### src/rtl/muldiv_sequencer.sv
// Radix-2 iterative MULT/MULTU/DIV/DIVU sequencer owning HI/LO, with MFHI/MFLO interlock.
// Optional: define MULDIV_EARLY_OUT_EN to let multiplies finish once the remaining multiplier bits are zero.
module muldiv_sequencer #(
  parameter int WIDTH = 32,
  parameter int CNT_W = 6
) (
  input  logic             clk_i,
  input  logic             reset_ni,
  input  logic             start_i,
  input  logic [1:0]       op_i,
  input  logic [WIDTH-1:0] opa_i,
  input  logic [WIDTH-1:0] opb_i,
  input  logic             rd_hi_i,
  input  logic             rd_lo_i,
  output logic [WIDTH-1:0] hi_o,
  output logic [WIDTH-1:0] lo_o,
  output logic             busy_o,
  output logic             stall_o,
  output logic             done_o,
  output logic             div_by_zero_o
);
  localparam int W2 = 2 * WIDTH;
  localparam logic [WIDTH-1:0] ONE_W  = {{(WIDTH-1){1'b0}}, 1'b1};
  localparam logic [W2-1:0]    ONE_2W = {{(W2-1){1'b0}}, 1'b1};

  typedef enum logic [1:0] {S_IDLE, S_CALC, S_FIXUP, S_DONE} state_e;

  state_e           state_q, state_d;
  logic [CNT_W-1:0] cnt_q, cnt_d;
  logic [1:0]       op_q, op_d;
  logic             neg_q, neg_d;     // negate product / quotient
  logic             rneg_q, rneg_d;   // negate remainder
  logic             dbz_q, dbz_d;
  logic [W2-1:0]    acc_q, acc_d;
  logic [WIDTH-1:0] b_q, b_d;
  logic [WIDTH-1:0] hi_q, hi_d, lo_q, lo_d;

  // operand capture
  logic             is_signed, is_div, a_neg, b_neg;
  logic [WIDTH-1:0] a_mag, b_mag;
  assign is_signed = ~op_i[0];
  assign is_div    = op_i[1];
  assign a_neg     = is_signed & opa_i[WIDTH-1];
  assign b_neg     = is_signed & opb_i[WIDTH-1];
  assign a_mag     = a_neg ? (~opa_i + ONE_W) : opa_i;
  assign b_mag     = b_neg ? (~opb_i + ONE_W) : opb_i;

  // one shift-add multiply step: acc = {partial product, remaining multiplier}
  logic [WIDTH:0]   madd;
  logic [W2-1:0]    mstep;
  assign madd  = {1'b0, acc_q[W2-1:WIDTH]} + (acc_q[0] ? {1'b0, b_q} : {(WIDTH+1){1'b0}});
  assign mstep = {madd, acc_q[WIDTH-1:1]};

  // one restoring divide step: acc = {partial remainder, dividend/quotient}
  logic [WIDTH:0]   drem, dtrial;
  logic [W2-1:0]    dstep;
  assign drem   = {acc_q[W2-1:WIDTH], acc_q[WIDTH-1]};
  assign dtrial = drem - {1'b0, b_q};
  assign dstep  = dtrial[WIDTH] ? {drem[WIDTH-1:0], acc_q[WIDTH-2:0], 1'b0}
                                : {dtrial[WIDTH-1:0], acc_q[WIDTH-2:0], 1'b1};

  logic [CNT_W-1:0] cnt_m1;
  logic             early;
  assign cnt_m1 = cnt_q - 1'b1;

`ifdef MULDIV_EARLY_OUT_EN
  // after this step, cnt_m1 multiplier bits remain at the bottom of acc
  logic [WIDTH-1:0] rem_mask;
  logic [W2-1:0]    mshift;
  assign rem_mask = (ONE_W << cnt_m1) - ONE_W;
  assign early    = ~op_q[1] & ~|(mstep[WIDTH-1:0] & rem_mask);
  assign mshift   = mstep >> cnt_m1;
`else
  assign early = 1'b0;
`endif

  // sign fixup
  logic [W2-1:0]    prod_fix;
  logic [WIDTH-1:0] quot_fix, rem_fix;
  assign prod_fix = neg_q  ? (~acc_q + ONE_2W) : acc_q;
  assign quot_fix = neg_q  ? (~acc_q[WIDTH-1:0] + ONE_W) : acc_q[WIDTH-1:0];
  assign rem_fix  = rneg_q ? (~acc_q[W2-1:WIDTH] + ONE_W) : acc_q[W2-1:WIDTH];

  always_comb begin
    state_d = state_q;
    cnt_d   = cnt_q;
    op_d    = op_q;
    neg_d   = neg_q;
    rneg_d  = rneg_q;
    dbz_d   = dbz_q;
    acc_d   = acc_q;
    b_d     = b_q;
    hi_d    = hi_q;
    lo_d    = lo_q;
    case (state_q)
      S_IDLE: if (start_i) begin
        op_d   = op_i;
        dbz_d  = 1'b0;
        neg_d  = a_neg ^ b_neg;
        rneg_d = a_neg;
        cnt_d  = CNT_W'(WIDTH);
        if (is_div) begin
          b_d   = b_mag;
          acc_d = {{WIDTH{1'b0}}, a_mag};
          if (opb_i == '0) begin
            dbz_d   = 1'b1;
            acc_d   = {opa_i, {WIDTH{1'b0}}};
            state_d = S_FIXUP;
          end else begin
            state_d = S_CALC;
          end
        end else begin
          b_d     = a_mag;
          acc_d   = {{WIDTH{1'b0}}, b_mag};
          state_d = S_CALC;
        end
      end
      S_CALC: begin
        cnt_d = cnt_m1;
        acc_d = op_q[1] ? dstep : mstep;
`ifdef MULDIV_EARLY_OUT_EN
        if (early) acc_d = mshift;
`endif
        if (cnt_q == CNT_W'(1) || early) state_d = S_FIXUP;
      end
      S_FIXUP: begin
        if (dbz_q) begin
          hi_d = acc_q[W2-1:WIDTH];
          lo_d = {WIDTH{1'b1}};
        end else if (op_q[1]) begin
          hi_d = rem_fix;
          lo_d = quot_fix;
        end else begin
          hi_d = prod_fix[W2-1:WIDTH];
          lo_d = prod_fix[WIDTH-1:0];
        end
        state_d = S_DONE;
      end
      default: state_d = S_IDLE;
    endcase
  end

  // sign flags only matter for signed ops; unsigned ops never negate
  logic neg_en, rneg_en;
  assign neg_en  = ~op_q[0];
  assign rneg_en = ~op_q[0] & op_q[1];

  always_ff @(posedge clk_i or negedge reset_ni) begin
    if (!reset_ni) begin
      state_q <= S_IDLE;
      cnt_q   <= '0;
      op_q    <= '0;
      neg_q   <= 1'b0;
      rneg_q  <= 1'b0;
      dbz_q   <= 1'b0;
      acc_q   <= '0;
      b_q     <= '0;
      hi_q    <= '0;
      lo_q    <= '0;
    end else begin
      state_q <= state_d;
      cnt_q   <= cnt_d;
      op_q    <= op_d;
      neg_q   <= (state_q == S_IDLE) ? neg_d  : (neg_q  & neg_en);
      rneg_q  <= (state_q == S_IDLE) ? rneg_d : (rneg_q & rneg_en);
      dbz_q   <= dbz_d;
      acc_q   <= acc_d;
      b_q     <= b_d;
      hi_q    <= hi_d;
      lo_q    <= lo_d;
    end
  end

  assign hi_o          = hi_q;
  assign lo_o          = lo_q;
  assign busy_o        = (state_q != S_IDLE);
  assign done_o        = (state_q == S_DONE);
  assign div_by_zero_o = dbz_q;
  // HI/LO are already valid in DONE, so only a new start is held there
  assign stall_o       = busy_o & (start_i | ((rd_hi_i | rd_lo_i) & (state_q != S_DONE)));
endmodule

### config.mk
export PLATFORM = sky130hd
export DESIGN_NAME = muldiv_sequencer
export DESIGN_NICKNAME = d
export VERILOG_FILES = /design/src/rtl/muldiv_sequencer.sv
export SDC_FILE = /design/constraint.sdc
export NUM_CORES = 1
export LEC_CHECK = 0
export CAP_MARGIN = 10
export CELL_PAD_IN_SITES_DETAIL_PLACEMENT = 1
export CELL_PAD_IN_SITES_GLOBAL_PLACEMENT = 1
export CORE_AREA = 2 2 209 211
export CTS_CLUSTER_SIZE = 14
export DETAILED_ROUTE_END_ITERATION = 6
export DIE_AREA = 0 0 211 213
export HOLD_SLACK_MARGIN = 0.02
export PLACE_DENSITY = 0.8
export SETUP_SLACK_MARGIN = 0.05
export SKIP_LAST_GASP = 1
export SYNTH_ARGS = -nofsm -noshare
export SYNTH_HDL_FRONTEND = slang
export SYNTH_SLANG_ARGS = --single-unit
### constraint.sdc
create_clock -name clk_i -period 5.21 [get_ports clk_i]
set_clock_uncertainty 0.2 [all_clocks]
set_input_delay 0.7815 -clock clk_i [delete_from_list [all_inputs] [get_ports clk_i]]
set_output_delay 0.7815 -clock clk_i [all_outputs]
set_load 0.01 [all_outputs]
==> impl_table.tex, run 1 <==
\begin{tabular}{lr}
\hline
Metric & Value \\
\hline
\multicolumn{2}{l}{\textbf{Run status}} \\
Status & completed \\
\multicolumn{2}{l}{\textbf{Power}} \\
Total power & 13.29 mW \\
Combinational power share & 68.7\% \\
Power density over the cells & about 750 nW/um2 \\
Static power due to leakage & 7.336 nW \\
Int Power & 6.464 mW \\
Max VDD drop & 0.3598 mV \\
Switching power & 6.823 mW \\
Power share of the clock group & 10.5\% \\
Sw frac & around half \\
Relative contribution of sequential cells to total power & 20.8\% \\
\multicolumn{2}{l}{\textbf{Setup path}} \\
Launch point of the critical path & opb\_i[0] \\
Crit Path Category & in -> reg \\
Crit path max fanout & 24 \\
Worst setup path end & acc\_q[38] \\
Worst Path Arrival & 4.65 ns \\
Critical Path End Type & flop \\
Worst EP required & between 5 and 6 ns \\
Logic depth of the worst register-to-register path & 10 \\
Launching point of the worst reg2reg path & acc\_q[5] \\
Register-to-Register Setup Slack & 0.82 ns \\
Critical Path Source Type & primary input \\
Worst flop-to-flop path endpoint & hi\_o[27] \\
\multicolumn{2}{l}{\textbf{Job}} \\
Total of max-cap violations & 0 \\
\multicolumn{2}{l}{\textbf{Logic synthesis}} \\
Post-synthesis cell area & 15140 um2 \\
Fraction of post-synthesis cell area in the top cell type by area & about 29\% \\
Ranking of synthesized cells by area & sky130\_fd\_sc\_hd\_\_dfrtp\_1 (29\%), sky130\_fd\_sc\_hd\_\_xnor2\_1 (6.5\%), sky130\_fd\_sc\_hd\_\_a21oi\_1 (6.3\%) \\
Post-Syn Area per Cell & 7.858 um2 \\
Gate Count Post-Synth & 1927 \\
Most common cell in the netlist & sky130\_fd\_sc\_hd\_\_nor2\_1 \\
Most area-hungry cell type in the Yosys netlist & sky130\_fd\_sc\_hd\_\_dfrtp\_1 \\
FF+latch count, synth & 173 \\
Number of distinct library cells after synthesis & 88 \\
Sequential cell area fraction in the yosys report & 28.59\% \\
Commonest register cell after synthesis & sky130\_fd\_sc\_hd\_\_dfrtp\_1 \\
Proportion of register bits with asynchronous set or reset after synthesis & 100.0\% \\
Commonest cells in the netlist & sky130\_fd\_sc\_hd\_\_nor2\_1 (200), sky130\_fd\_sc\_hd\_\_a21oi\_1 (192), sky130\_fd\_sc\_hd\_\_nand2\_1 (189) \\
Number of warnings printed during yosys synthesis & 0 \\
Net Count, Synth & about 2.1k \\
Number of enable flip-flop cells after synthesis & 0 \\
\multicolumn{2}{l}{\textbf{Clock network}} \\
Worst-Skew Late Latency & about 0.47 ns \\
Clock-pin slew on the worst setup and hold paths & about 0.070 ns \\
Clock tree from TritonCTS & yes \\
Total of cells resized after clock tree synthesis & 0 \\
H-tree depth & 4 \\
Clock sink count & $\sim$170 \\
Post-CTS setup-driven buffer insertion count & 0 \\
Hold bufs inserted after CTS & 0 \\
Cts bufs inserted & 17 \\
Root cell of the clock tree & sky130\_fd\_sc\_hd\_\_clkbuf\_16 \\
Maximum buffer depth of the clock tree & 2 \\
\multicolumn{2}{l}{\textbf{Die}} \\
Placement Rows & 76 \\
Floorplan Core Area & 42700 um2 \\
Die footprint & 44940 um2 \\
Die Span X & around 210 um \\
Chip Height & 213 um \\
Number of top-level pins & 139 \\
Initial standard-cell utilization of the core & 35.46\% \\
\multicolumn{2}{l}{\textbf{Global routing}} \\
Number of global-route vias before repair & 16.29k \\
GRT Residual Overflow & 0 \\
Pin count of the biggest net entering global routing & $\sim$100 \\
Antenna violations before repair & 2 \\
Wire length of the first global-routing pass & around 94000 um \\
Total Routing Usage GR & 27.16\% \\
\multicolumn{2}{l}{\textbf{Place}} \\
Pre-CTS worst setup slack & roughly 0.32 ns \\
Routability Congestion & approximately 0.93 \\
HPWL after detailed placement & 46350 um \\
Port Buf Inserts & approximately 140 \\
Cell area after placement & $\sim$17000 um2 \\
\multicolumn{2}{l}{\textbf{Detailed routing}} \\
Wire length reported by the detailed router & a little over 60000 um \\
Number of remaining DRC errors & 0 \\
Initial DRT Pass Iterations & 5 \\
Routed wire per std cell & 23.62 um \\
Starting DRT DRC Count & between 1k and 1.5k \\
Total number of vias & 15.59k \\
Remaining number of nets flagged by the antenna check after routing & 0 \\
Via/cell ratio & 6.056 \\
\multicolumn{2}{l}{\textbf{Cells and area}} \\
Nets@finish & 2162 \\
Number of filler instances in the final layout & 5179 \\
Final design instance area without fill & 17780 um2 \\
Proportion of layout cells with a drive suffix above 1 & between 6 and 7\% \\
Utilization after layout & 41.65\% \\
Area Growth Syn to Fin & 17.43\% \\
\multicolumn{2}{l}{\textbf{Timing}} \\
Total negative setup slack & 0 ns \\
RSZ-0062 raised after global routing & false \\
Number of hold violations in the final report & 0 \\
\# setup viols final & 0 \\
Slew @ Worst Pin & 1.081 ns \\
Final Worst Setup Slack & between 0.7 and 0.8 ns \\
Achievable clock frequency & 224.2 MHz \\
Post-layout min period & 4.460 ns \\
Max-slew violation count & 0 \\
Slew margin rel. & between 20\% and 30\% \\
Ratio of final minimum period to clock period & between 80\% and 90\% \\
\multicolumn{2}{l}{\textbf{Min path}} \\
Worst hold path type & in -> async \\
\hline
\end{tabular}
-- kinds of logic after synthesis --
logic type	synth area share, %
XOR/XNOR	10.12
flip-flops	28.59
multiplexers	4.917
AND/OR/NAND/NOR	18.54
adder cells (fa/ha/maj)	6.462
buffers and inverters	4.726
AO/OA/AOI/OAI	26.64
-- critical path, cell delays in order --
cell,delay (ns)
sky130_fd_sc_hd__clkdlybuf4s50_1,0.48
sky130_fd_sc_hd__inv_1,0.13
sky130_fd_sc_hd__ha_1,0.19
sky130_fd_sc_hd__nor3b_1,0.47
sky130_fd_sc_hd__nand3_1,0.36
sky130_fd_sc_hd__or2_2,0.46
sky130_fd_sc_hd__or4_4,0.62
sky130_fd_sc_hd__nor2_4,0.48
sky130_fd_sc_hd__buf_4,0.25
sky130_fd_sc_hd__nand2_1,0.06
sky130_fd_sc_hd__nand2_1,0.07
sky130_fd_sc_hd__o221ai_1,0.10
sky130_fd_sc_hd__a21oi_1,0.16
-- worst min-delay path by stage --
stage	slack [ns]	to	start
2_1_floorplan	0.24	rneg_q	op_q[0]
3_3_place_gp	0.25	rneg_q	op_q[0]
3_5_place_dp	0.26	rneg_q	op_q[0]
4_1_cts	0.23	hi_o[23]	reset_ni
5_1_grt	0.24	hi_o[23]	reset_ni
6_report	0.16	hi_o[23]	reset_ni
-- power groups by stage --
| stage | logic [mW] | clock network, mW | registers (mW) |
|---|---|---|---|
| global placement | 8.72 | 0 | 2.72 |
| global route | 9.99 | 1.46 | 2.84 |
| detailed placement | 8.98 | 0 | 2.76 |
| finish | 9.12 | 1.40 | 2.76 |
| CTS | 9.05 | 1.41 | 2.75 |
| floorplan | 6.06 | 0 | 2.59 |
-- cell type report --
type / instances / area (um2) / area share, %
multi-input combinational: 1570 / 10140 / 57.01
sequential: 173 / 4330 / 24.35
timing repair buffer: 186 / 1770 / 9.957
tap: 546 / 683.2 / 3.842
clock buffer: 18 / 429.2 / 2.414
inverter: 66 / 247.7 / 1.393
clock inverter: 14 / 180.2 / 1.013
antenna: 1 / 2.502 / 0.01407
-- sequential cells by signal (all words and copies together) (netlist names) --
register and flops:
neg_q 1, hi_o 32, acc_q 64, div_by_zero_o 1
rneg_q 1, cnt_q 6, op_q 2, state_q 2
lo_o 32, b_q 32
-- cell usage in the layout, fill, tap and decap left out, types with 38 or more instances in the layout --
cell | netlist | routed
sky130_fd_sc_hd__a21o_1 | 38 | 38
sky130_fd_sc_hd__a21oi_1 | 192 | 191
sky130_fd_sc_hd__buf_4 | 3 | 45
sky130_fd_sc_hd__clkdlybuf4s50_1 | 0 | 136
sky130_fd_sc_hd__dfrtp_1 | 173 | 172
sky130_fd_sc_hd__ha_1 | 75 | 73
sky130_fd_sc_hd__inv_1 | 64 | 64
sky130_fd_sc_hd__mux2i_1 | 53 | 53
sky130_fd_sc_hd__nand2_1 | 189 | 188
sky130_fd_sc_hd__nand3_1 | 40 | 40
sky130_fd_sc_hd__nor2_1 | 200 | 200
sky130_fd_sc_hd__o21ai_0 | 172 | 172
sky130_fd_sc_hd__xnor2_1 | 113 | 113
sky130_fd_sc_hd__xor2_1 | 62 | 62
-- layer usage --
layer | vias up | track usage (%) | share of wire (%) | routed length (um)
met5 | - | 0 | 0 | 0
met3 | 125 | 2.706 | 4.4 | 2658
li1 | 7126 | - | - | -
met2 | 487 | 46.57 | 49 | 29800
met1 | 7851 | 35.07 | 43 | 26140
met4 | 0 | 11.05 | 3.6 | 2212
-- stage by stage --
step           hold slack (ns)  std cells
2_1_floorplan           0.2358       1927
3_3_place_gp            0.2542       2540
3_5_place_dp            0.2632       2540
4_1_cts                 0.2262       2572
5_1_grt                 0.2397       2574
6_report                0.1574       2574
Power figures use the tool's default switching activity.
==> run 2: changes to the inputs <==
Settings changed: SKIP_LAST_GASP 1 to unset.
==> results of run 2 <==
No change in the layout: final DEF, timing and power equal those of run 1.
